### config.mk
export PLATFORM = sky130hd
export DESIGN_NAME = dcm_reset_sequencer
export DESIGN_NICKNAME = d
export VERILOG_FILES = /design/src/rtl/dcm_reset_sequencer.sv
export SDC_FILE = /design/constraint.sdc
export NUM_CORES = 1
export LEC_CHECK = 0
export BUFFER_PORTS_ARGS = -buffer_cell sky130_fd_sc_hd__buf_2
export CAP_MARGIN = 20
export CORE_MARGIN = 2
export CORE_UTILIZATION = 49
export CTS_CLUSTER_SIZE = 28
export DETAILED_ROUTE_END_ITERATION = 8
export GPL_ROUTABILITY_DRIVEN = 1
export PLACE_DENSITY = 0.68
export SLEW_MARGIN = 15
export SYNTH_ARGS = -nofsm -noshare
export SYNTH_HDL_FRONTEND = slang
export SYNTH_SLANG_ARGS = --single-unit
### constraint.sdc
create_clock -name clock -period 2.9 [get_ports clock]
set_input_delay 0.435 -clock clock [delete_from_list [all_inputs] [get_ports clock]]
set_output_delay 0.435 -clock clock [all_outputs]
set_load 0.1 [all_outputs]
### src/rtl/dcm_reset_sequencer.sv
`default_nettype none
// ============================================================================
// Module      : dcm_reset_sequencer
// Description : Supervises NUM_DCM clock managers. Holds them in reset, waits
//               for all of them to lock, requires a stable lock interval and
//               then releases the per-domain logic resets one at a time in
//               index order. A lock loss after release restarts the whole
//               sequence. Repeated lock timeouts park the block in FAULT
//               until rearm is pulsed.
// Ports       : clock           - free-running reference clock
//               reset           - synchronous, active-high reset
//               locked          - per-DCM LOCKED, asynchronous to clock
//               rearm           - single-cycle request to leave FAULT
//               dcm_reset       - reset to all DCM RST pins
//               domain_reset    - per-domain logic reset, active high
//               all_locked      - high only in RUN
//               fault           - high only in FAULT
//               retry_count     - timed-out attempts since RUN entry/rearm
//               lock_loss_count - saturating lock-loss event count
//               state           - current state encoding (debug)
// Revision    : 1.0 - initial release
// ============================================================================
module dcm_reset_sequencer #(
    parameter int NUM_DCM         = 2,
    parameter int RST_HOLD_CYCLES = 16,
    parameter int LOCK_TIMEOUT    = 65536,
    parameter int STABLE_CYCLES   = 64,
    parameter int RELEASE_GAP     = 4,
    parameter int MAX_RETRIES     = 3
) (
    input  logic               clock,
    input  logic               reset,
    input  logic [NUM_DCM-1:0] locked,
    input  logic               rearm,
    output logic               dcm_reset,
    output logic [NUM_DCM-1:0] domain_reset,
    output logic               all_locked,
    output logic               fault,
    output logic [3:0]         retry_count,
    output logic [7:0]         lock_loss_count,
    output logic [2:0]         state
);

    typedef enum logic [2:0] {
        S_HOLD      = 3'd0,
        S_WAIT_LOCK = 3'd1,
        S_SETTLE    = 3'd2,
        S_RELEASE   = 3'd3,
        S_RUN       = 3'd4,
        S_FAULT     = 3'd5
    } state_t;

    // Counter compare points; the counter holds the number of completed
    // cycles in the current state, so "N cycles elapsed" is cnt == N-1.
    localparam logic [19:0]        c_hold_last    = 20'(RST_HOLD_CYCLES - 1);
    localparam logic [19:0]        c_timeout_last = 20'(LOCK_TIMEOUT - 1);
    localparam logic [19:0]        c_stable_last  = 20'(STABLE_CYCLES - 1);
    localparam logic [19:0]        c_release_done = 20'((NUM_DCM - 1) * RELEASE_GAP);
    localparam logic [3:0]         c_max_retries  = 4'(MAX_RETRIES);
    localparam logic [NUM_DCM-1:0] c_first_domain = NUM_DCM'(1);

    logic [NUM_DCM-1:0] r_meta;
    logic [NUM_DCM-1:0] r_sync;
    state_t             r_state;
    logic [19:0]        r_cnt;
    logic               r_dcm_reset;
    logic [NUM_DCM-1:0] r_domain_reset;
    logic               r_all_locked;
    logic               r_fault;
    logic [3:0]         r_retry;
    logic [7:0]         r_loss;

    logic               w_all_locked;
    logic [19:0]        w_cnt_inc;
    logic [NUM_DCM-1:0] w_release_mask;

    assign w_all_locked = &r_sync;
    assign w_cnt_inc    = r_cnt + 20'd1;

    // Domain i (i >= 1) is released on the edge that completes i*RELEASE_GAP
    // cycles in RELEASE; domain 0 is released on entry.
    assign w_release_mask[0] = 1'b0;
    for (genvar gi = 1; gi < NUM_DCM; gi++) begin : g_release_mask
        assign w_release_mask[gi] = (w_cnt_inc == 20'(gi * RELEASE_GAP));
    end

    // Two-flop synchronizer for the asynchronous LOCKED inputs.
    always_ff @(posedge clock) begin
        if (reset) begin
            r_meta <= '0;
            r_sync <= '0;
        end else begin
            r_meta <= locked;
            r_sync <= r_meta;
        end
    end

    always_ff @(posedge clock) begin
        if (reset) begin
            r_state        <= S_HOLD;
            r_cnt          <= '0;
            r_dcm_reset    <= 1'b1;
            r_domain_reset <= '1;
            r_all_locked   <= 1'b0;
            r_fault        <= 1'b0;
            r_retry        <= '0;
            r_loss         <= '0;
        end else begin
            case (r_state)
                S_HOLD: begin
                    if (r_cnt == c_hold_last) begin
                        r_state     <= S_WAIT_LOCK;
                        r_cnt       <= '0;
                        r_dcm_reset <= 1'b0;
                    end else begin
                        r_cnt <= w_cnt_inc;
                    end
                end

                S_WAIT_LOCK: begin
                    // Lock is tested first so it wins over a coincident timeout.
                    if (w_all_locked) begin
                        r_state <= S_SETTLE;
                        r_cnt   <= '0;
                    end else if (r_cnt == c_timeout_last) begin
                        r_cnt          <= '0;
                        r_dcm_reset    <= 1'b1;
                        r_domain_reset <= '1;
                        if (r_retry == c_max_retries) begin
                            r_state <= S_FAULT;
                            r_fault <= 1'b1;
                        end else begin
                            r_state <= S_HOLD;
                            r_retry <= r_retry + 4'd1;
                        end
                    end else begin
                        r_cnt <= w_cnt_inc;
                    end
                end

                S_SETTLE: begin
                    // A glitch restarts the lock wait without costing a retry.
                    if (!w_all_locked) begin
                        r_state <= S_WAIT_LOCK;
                        r_cnt   <= '0;
                    end else if (r_cnt == c_stable_last) begin
                        r_state        <= S_RELEASE;
                        r_cnt          <= '0;
                        r_domain_reset <= ~c_first_domain;
                    end else begin
                        r_cnt <= w_cnt_inc;
                    end
                end

                S_RELEASE, S_RUN: begin
                    if (!w_all_locked) begin
                        r_state        <= S_HOLD;
                        r_cnt          <= '0;
                        r_dcm_reset    <= 1'b1;
                        r_domain_reset <= '1;
                        r_all_locked   <= 1'b0;
                        if (r_loss != 8'hFF) begin
                            r_loss <= r_loss + 8'd1;
                        end
                    end else if (r_state == S_RELEASE) begin
                        if (r_cnt == c_release_done) begin
                            r_state      <= S_RUN;
                            r_cnt        <= '0;
                            r_all_locked <= 1'b1;
                            r_retry      <= '0;
                        end else begin
                            r_cnt          <= w_cnt_inc;
                            r_domain_reset <= r_domain_reset & ~w_release_mask;
                        end
                    end
                end

                S_FAULT: begin
                    if (rearm) begin
                        r_state <= S_HOLD;
                        r_cnt   <= '0;
                        r_retry <= '0;
                        r_fault <= 1'b0;
                    end
                end

                default: begin
                    r_state        <= S_HOLD;
                    r_cnt          <= '0;
                    r_dcm_reset    <= 1'b1;
                    r_domain_reset <= '1;
                    r_all_locked   <= 1'b0;
                    r_fault        <= 1'b0;
                end
            endcase
        end
    end

    assign dcm_reset       = r_dcm_reset;
    assign domain_reset    = r_domain_reset;
    assign all_locked      = r_all_locked;
    assign fault           = r_fault;
    assign retry_count     = r_retry;
    assign lock_loss_count = r_loss;
    assign state           = r_state;

endmodule
`default_nettype wire

==> reports/metrics.cfg, run 1 <==
[logic_synthesis]
synth_most_common_cell=dfxtp_1
synthDistinctLibCells=58
ys_seq_elements=44
async_flop_share_pct=0
netlist_instances=344
synth_warnings=0
syn_avg_cell_area_sq_um=8.11
synth_common_cells=44 x dfxtp_1, 31 x nor2_1, 27 x o21ai_0
syn-cell-area_sq_um=2790
synth-seq-area-share_pct=31.6
synthTopCellsByArea=dfxtp_1 32%, o21ai_0 4.8%, nor2_1 4.2%
synth_area_leader_cell=dfxtp_1
synth_edf_count=0
synth_top_area_share_pct=31.6
ys.flop_type=dfxtp_1
syn_nets=354

[die]
dieArea_sq_um=6320
rows=27
io_pins=25
initial_utilization_pct=50.7
core_sq_um=5510
die_height_microns=79.5
die_x_microns=79.5

[timing]
max_slew_margin_pct=55.6
tns_ns=0
finalHoldViolCount=0
max_clock_freq_mhz=377
finClkSkew_ns=0.00602
min_period_ns=2.65
hold_ws_ns=0.332
finalMaxSlewViolations=0
worst_slew_pin_slew_ns=0.666
rsz0062_at_grt=no
fin_ws_ns=0.251
period_share_pct=91.4
setup_viol=0

[global_routing]
grt_max_degree=24
grt_usage_pct=22.2
overflow=0
grt_pass1_wl_microns=11200
antenna_found_initial=0
grt_pass1_vias=2362

[placed_design]
routabilityCongestion=0.847
postPlaceCellArea_sq_um=2970
portBuffers=24
preCtsSetupSlack_ns=0.239
placed_cells=429
hpwl_microns=4650

[finish]
syn2layout_area_growth_pct=10.9
fillers=531
final_cell_area_sq_um=3100
postLayoutCoreUtil_pct=56.2
nets=374
final_cells=437
layout-drive-gt1-share_pct=17.3
diodes=0

[setup_path]
reg2reg_to=r_cnt[9]
reg2reg_slack_ns=0.25
worstPathMaxFanout=23
arrival_ns=2.85
r2r_cells=8
cp-start-kind=register
critical_path_class=register to register
crit_end=r_cnt[9]
worst-endpoint-required_ns=3.10
worstSetupStartpoint=r_cnt[1]
rr_startpoint=r_cnt[1]
critPathCaptureType=register

[route]
drt_iter0_markers=224
via_per_inst=5.94
vias=2595
ant_nets=0
drc=0
dr.pass1.iters=4
post_drt_wl_per_cell_microns=14.9
routed_wl_microns=6520

[cts]
htreeDepth=2
cts.path.max_buffers=2
clkLatencyLatePin_ns=0.31
clock-root-buffer=clkbuf_8
cts-resized-gates=0
ctsHoldBuffers=0
clk_pin_slew_ns=0.09
cts_tree=yes
cts_buffers=5
cts.sinks=44
cts_setup_buffers=0

[power]
p_leak_nw=1.22
p_per_area_nw_per_um2=428
ir_drop_v=0.000242
total_power_mw=1.33

[status]
status=finished clean

[run]
maxCapViolCount=0

[worst_hold_path]
hp-class=input pin to register
hold_depth=2

==> per-layer routing <==
metal / GRT usage [%] / up-vias / share of wire (%)
met5: 0 / - / 0
met4: 7.41 / 0 / 1.1
met3: 4.07 / 8 / 4.2
met1: 30.9 / 1214 / 48
li1: - / 1319 / -
met2: 34.5 / 54 / 46
==> critical path: stages (launching register included) <==
cell     delay (ns)
dfxtp_1        0.47
ha_1           0.31
nand2_1        0.21
nor4_4         0.28
a31oi_1        0.22
o41ai_4        0.36
buf_6          0.26
o21ai_0        0.15
a22o_1         0.28
==> how the worst min path moves through the flow <==
stage	from	to	slack, ns
2_1_floorplan	r_meta[0]	r_sync[0]	0.41
3_3_place_gp	r_meta[1]	r_sync[1]	0.42
3_5_place_dp	r_meta[0]	r_sync[0]	0.43
4_1_cts	locked[1]	r_meta[1]	0.33
5_1_grt	locked[1]	r_meta[1]	0.32
6_report	locked[1]	r_meta[1]	0.33
==> layout make-up <==
cell class	count	area, sq um	area share [%]
clock buffer	6	82.6	2.67
multi-input combinational	273	1780	57.6
sequential	44	881	28.4
inverter	6	22.5	0.727
tap	72	90.1	2.91
clock inverter	2	38.8	1.25
timing repair buffer	34	199	6.42
==> cells by family (layout without fill, tap and decap cells) <==
| kind of cell | Yosys count | after routing | synth area share, % |
|---|---|---|---|
| simple gates | 161 | 161 | 33.4 |
| compound gates | 93 | 93 | 23.6 |
| flops | 44 | 44 | 31.6 |
| buf+inv | 27 | 48 | 4.57 |
| xor+xnor | 11 | 11 | 3.45 |
| fa+ha+maj | 5 | 5 | 2.24 |
| mux | 3 | 3 | 1.17 |
==> layout by cell type (no fill, tap or decap), drive strengths merged, types with 6 or more instances in the layout <==
| cell | instances |
|---|---|
| a21o | 8 |
| a21oi | 16 |
| a31oi | 7 |
| and2 | 9 |
| and3 | 15 |
| buf | 34 |
| clkbuf | 6 |
| dfxtp | 44 |
| inv | 6 |
| nand2 | 22 |
| nand2b | 6 |
| nand3 | 11 |
| nand4 | 9 |
| nor2 | 31 |
| nor2b | 6 |
| nor3 | 11 |
| nor4 | 12 |
| o21ai | 32 |
| xor2 | 7 |
==> registers in the layout (all words and copies together), names as in the netlist <==
name and count:
retry_count 4, r_sync 2, r_cnt 20, domain_reset 2, lock_loss_count 8, state 3, r_meta 2, all_locked 1
fault 1, dcm_reset 1
==> power breakdown <==
| part | switching (mW) | internal (mW) |
|---|---|---|
| clock network | 0.227 | 0.282 |
| registers | 0.0182 | 0.617 |
| logic | 0.119 | 0.0626 |
| total | 0.365 | 0.962 |
Note: power is estimated with default switching activity, not from simulation.
==> run 2: changes to the inputs <==
CTS_BUF_LIST = sky130_fd_sc_hd__clkbuf_16   (was default)
==> run 2 against run 1 <==
Net effect: global-route usage is 0.17 points lower; first-iteration DRC count decreased by 4.0%; maximum frequency is 0.25% higher; sequential power hardly changed; cell count did not move; flip-flop and latch count stayed put; critical path type unchanged; critical endpoint unchanged; highest routed layer unchanged.
==> reports/metrics.cfg, run 2 (synthesized netlist as in run 1, its figures left out) <==
[setup_path]
rr_startpoint=r_cnt[1]
critPathCaptureType=register
reg2reg_to=r_cnt[9]
reg2reg_slack_ns=0.26  ; about the same
arrival_ns=2.82  ; -0.03 ns
worstPathMaxFanout=23  ; unchanged
critical_path_class=register to register
r2r_cells=8  ; unchanged
path_cells=ha_1, nand2_1, nor4_4, a31oi_1, o41ai_4, buf_6, o21ai_0, a22o_1
max_stage_delay_ns=0.47  ; about the same
slowest_stage=dfxtp_1
cp-start-kind=register
worst-endpoint-required_ns=3.08  ; -0.02 ns

[route]
dr.pass1.iters=4  ; unchanged
post_drt_wl_per_cell_microns=14.9  ; -0.44%
vias=2608  ; +0.50%
routed_wl_microns=6490  ; -0.44%
drt_iter0_markers=215  ; -4.0%
ant_nets=0  ; unchanged
via_per_inst=5.97  ; +0.50%
drc=0  ; unchanged

[placed_design]
portBuffers=24  ; unchanged
hpwl_microns=4650  ; unchanged
preCtsSetupSlack_ns=0.239  ; unchanged
routabilityCongestion=0.847  ; unchanged
placed_cells=429  ; unchanged

[timing]
finalMaxSlewViolations=0  ; unchanged
max_slew_margin_pct=57.0  ; +1.5 points
finClkSkew_ns=0.00270  ; -0.00332 ns
max_clock_freq_mhz=378  ; +0.25%
finalHoldViolCount=0  ; unchanged
worst_slew_pin_slew_ns=0.644  ; -0.0221 ns
fin_ws_ns=0.257  ; +0.00669 ns
tns_ns=0  ; unchanged
min_period_ns=2.64  ; -0.00669 ns
setup_viol=0  ; unchanged
period_share_pct=91.1  ; -0.23 points
rsz0062_at_grt=no

[status]
status=finished clean

[finish]
fillers=524  ; -1.3%
final_cells=437  ; unchanged
diodes=0  ; unchanged
largest_register_ffs=20  ; unchanged
mostFrequentLayoutCells=44 x dfxtp_1, 31 x nor2_1, 27 x o21ai_0, 24 x buf_2, 22 x nand2_1
regMostFlops=r_cnt
layout_commonest_cell=dfxtp_1
nets=374  ; unchanged
multi_input_area_sq_um=1780  ; unchanged
syn2layout_area_growth_pct=12.6
layout-drive-gt1-share_pct=17.0  ; -0.27 points
ff_latch_area_sq_um=881  ; unchanged

[die]
die_height_microns=79.5  ; unchanged
rows=27  ; unchanged
core_sq_um=5510  ; unchanged
io_pins=25  ; unchanged
die_x_microns=79.5  ; unchanged
dieArea_sq_um=6320  ; unchanged
initial_utilization_pct=50.7  ; unchanged

[cts]
clock-root-buffer=clkbuf_16
cts_setup_buffers=0  ; unchanged
ctsHoldBuffers=0  ; unchanged
cts_buffers=5  ; unchanged
htreeDepth=2  ; unchanged
cts_tree=yes
cts.sinks=44  ; unchanged
cts.path.max_buffers=2  ; unchanged
clkLatencyLatePin_ns=0.29  ; -0.02 ns
clk_pin_slew_ns=0.06  ; -0.03 ns

[power]
p_leak_nw=1.24  ; +1.6%
p_per_area_nw_per_um2=466  ; +8.8%
ir_drop_v=0.000269  ; +11%

[worst_hold_path]
hp-class=input pin to register
hold_depth=2  ; unchanged
hold_end=r_meta[1]
hold_start=locked[1]

[run]
maxCapViolCount=0  ; unchanged

[global_routing]
grt_pass1_vias=2341  ; -0.89%
antenna_found_initial=0  ; unchanged
grt_usage_pct=22.0  ; -0.17 points
overflow=0  ; unchanged
grt_max_degree=24  ; unchanged
grt_pass1_wl_microns=11200  ; -0.55%

-- run 2: how the worst max path moves through the flow --
stage / endpoint / start
2_1_floorplan: retry_count[3] / state[1]
3_3_place_gp: retry_count[3] / r_cnt[1]
3_5_place_dp: r_cnt[9] / r_cnt[1]
4_1_cts: r_cnt[9] / r_cnt[1]
5_1_grt: r_cnt[9] / r_cnt[1]
6_report: r_cnt[9] / r_cnt[1]
-- run 2: final cells by class --
type	instances	share of cell area (%)
sequential	44	28.0
inverter	6	0.717
tap	72	2.87
multi-input combinational	273	56.7
clock buffer	5	3.98
clock inverter	3	1.35
timing repair buffer	34	6.33
-- run 2: stage by stage --
step	hold slack (ns)	power (mW)	util (%)	area [sq um]
after global placement	0.420	0.823	54.0	2970
after CTS	0.352	1.47	57.0	3140
after detailed placement	0.429	0.828	54.0	2970
after global routing	0.352	1.52	57.1	3140
final	0.355	1.46	57.1	3140
after floorplan	0.414	0.792	-	2790
-- run 2: where the power goes --
group          internal, mW  switching, mW
logic                0.0626          0.118
clock network         0.405          0.243
registers             0.618         0.0182
-- run 2: worst max-delay path: cells and delay by family (launching register included) --
| family | cells | cell delay [ns] |
|---|---|---|
| compound gates | 4 | 1.01 |
| simple gates | 2 | 0.49 |
| flops | 1 | 0.47 |
| fa+ha+maj | 1 | 0.31 |
| buf+inv | 1 | 0.26 |
-- run 2: repair_timing --
action,in CTS,in global routing
hold endpoints to repair,0,0
gates resized for setup,0,1
setup endpoints to repair,0,4
-- run 2: routing by layer --
metal	wire [microns]	track usage, %	part of all wire (%)	vias to the layer above
li1	-	-	-	1323
met3	274	3.51	4.2	6
met2	3000	34.2	46	56
met4	78	7.59	1.2	0
met1	3130	30.9	48	1223
met5	0	0	0	-
==> run 3: changes to the inputs <==
GPL_TIMING_DRIVEN = 0   (was default)
==> run 3 against run 2 <==
Net effect: combinational power increased by 6%; clock skew about the same; clock power up 28%; cell count is 3.4% higher; critical path depth decreased by 1; via count increased by 4.2%; global-route usage hardly changed; sequential share of layout area shrank 0.90 points; wire length grew 6.0%; worst setup slack worse by 0.11 ns; flip-flop and latch count did not move; largest cell class unchanged; sequential power barely moved.
==> reports/metrics.cfg, run 3 (synthesized netlist as in run 1, its figures left out) <==
[global_routing]
antenna_found_initial=0  ; unchanged
gr-usage-met1_pct=28.9  ; -2.0 points
grt_busiest_layer=met2
grt_usage_pct=22.1  ; +0.045 points
grt_max_degree=15  ; -38%
grt.met3_usage_pct=3.96  ; +0.45 points
overflow=0  ; unchanged
grt_pass1_vias=2360  ; +0.81%
met2_usage_pct=36.6  ; +2.4 points
grt_pass1_wl_microns=11000  ; -1.2%

[power]
seq_power_share_pct=38.3  ; -5.1 points
combPwrFrac_pct=11.5  ; -0.9 points
ir_drop_v=0.000278  ; +3.4%
p_leak_nw=1.28  ; +3.3%
power_switching_share_pct=23.7  ; -2.2 points
p_switching_mw=0.392  ; +3.3%
power.internal_mw=1.26  ; +16%
pwr-share-clk_pct=50.2  ; +6.0 points
p_per_area_nw_per_um2=510  ; +9.4%

[setup_path]
cp-start-kind=register
max_stage_delay_ns=0.56  ; +0.09 ns
critPathCaptureType=register
worstPathMaxFanout=9  ; -61%
arrival_ns=2.94  ; +0.12 ns
path_cells=ha_1, nand2_1, nor4_4, a31oi_1, or4_4, and2_1, a22o_1
worst-endpoint-required_ns=3.08  ; about the same
slowest_stage=or4_4
critical_path_class=register to register

[die]
initial_utilization_pct=50.7  ; unchanged
io_pins=25  ; unchanged
core_sq_um=5510  ; unchanged
dieArea_sq_um=6320  ; unchanged
die_x_microns=79.5  ; unchanged
die_height_microns=79.5  ; unchanged
rows=27  ; unchanged

[timing]
min_period_ns=2.75  ; +0.112 ns
period_share_pct=95.0  ; +3.9 points
max_clock_freq_mhz=363  ; -4.1%
fin_ws_ns=0.145  ; -0.112 ns
finalMaxSlewViolations=0  ; unchanged
setup_viol=0  ; unchanged
hold_ws_ns=0.357  ; +0.00197 ns
rsz0062_at_grt=no
max_slew_margin_pct=54.7  ; -2.3 points
finalHoldViolCount=0  ; unchanged
finClkSkew_ns=0.00311  ; +0.000411 ns
tns_ns=0  ; unchanged
worst_slew_pin_slew_ns=0.676  ; +0.0314 ns

[route]
vias=2717  ; +4.2%
via_per_inst=6.01  ; +0.72%
drt_iter0_markers=171  ; -20%
drc=0  ; unchanged
ant_nets=0  ; unchanged
dr.pass1.iters=4  ; unchanged
post_drt_wl_per_cell_microns=15.2  ; +2.5%
routed_wl_microns=6880  ; +6.0%

[cts]
htreeDepth=2  ; unchanged
clkLatencyLatePin_ns=0.29  ; about the same
cts_tree=yes
ctsHoldBuffers=0  ; unchanged
clk_pin_slew_ns=0.06  ; about the same
cts.sinks=44  ; unchanged
clock-root-buffer=clkbuf_16
cts_buffers=5  ; unchanged
cts.path.max_buffers=2  ; unchanged

[finish]
final_cell_area_sq_um=3250  ; +3.3%
diodes=0  ; unchanged
nets=389  ; +4.0%
largest_register_ffs=20  ; unchanged
mostFrequentLayoutCells=44 x dfxtp_1, 31 x nor2_1, 27 x buf_2, 27 x o21ai_0, 22 x nand2_1
syn2layout_area_growth_pct=16.3
layout-drive-gt1-share_pct=16.6  ; -0.41 points
layout_commonest_cell=dfxtp_1
regMostFlops=r_cnt
final_cells=452  ; +3.4%

[placed_design]
portBuffers=24  ; unchanged
routabilityCongestion=0.884  ; +4.5%
postPlaceCellArea_sq_um=3000  ; +1.0%
placed_cells=440  ; +2.6%
preCtsSetupSlack_ns=-0.164  ; -0.403 ns
hpwl_microns=4950  ; +6.3%

[run]
maxCapViolCount=0  ; unchanged

[worst_hold_path]
hp-class=input pin to register

[status]
status=finished clean

-- run 3: final cells by class --
type	count	area, sq um
fillers	515	2260
multi-input cells	273	1780
flip-flops and latches	44	881
repair buffers	28	150
clock buffers	5	125
plain buffers	21	105
clock inverters	3	90.1
well taps	72	90.1
inverters	6	22.5
-- run 3: power groups by stage --
stage               Combinational, mW  Sequential (mW)  Clock, mW
floorplan                       0.113            0.679          0
global placement                0.183            0.647          0
detailed placement              0.184            0.648          0
CTS                             0.189            0.634      0.843
global route                    0.208            0.637      0.859
finish                          0.191            0.634      0.830
-- run 3: per-layer routing --
layer	up-vias	wire [microns]	share of wire, %
met4	0	81	1.2
met1	1273	3210	47
met3	7	346	5.0
met5	-	0	0
li1	1362	-	-
met2	75	3250	47
-- run 3: worst paths after layout --
kind	slack [ns]	cells after the start	startpoint	endpoint
setup / recovery	0.15	7	r_cnt[1]	r_cnt[2]
hold / removal	0.36	2	locked[1]	r_meta[1]
setup reg to reg	0.15	7	r_cnt[1]	r_cnt[2]
hold reg to reg	0.44	1	r_meta[1]	r_sync[1]
-- run 3: repair_timing --
action                     CTS  global route
resized for setup            0             0
setup buffers                4             0
setup endpoints to repair   17             0
-- run 3: stage by stage --
step	power (mW)	utilization, %
after floorplan	0.792	-
after global routing	1.70	59.0
final	1.66	59.0
after CTS	1.67	59.0
after detailed placement	0.831	54.5
after global placement	0.829	54.5
-- run 3: worst max-delay path: cells and delay by family, from the launching register on --
family / cells / cell delay [ns]
flops: 1 / 0.49
simple gates: 4 / 1.37
fa+ha+maj: 1 / 0.33
compound gates: 2 / 0.46
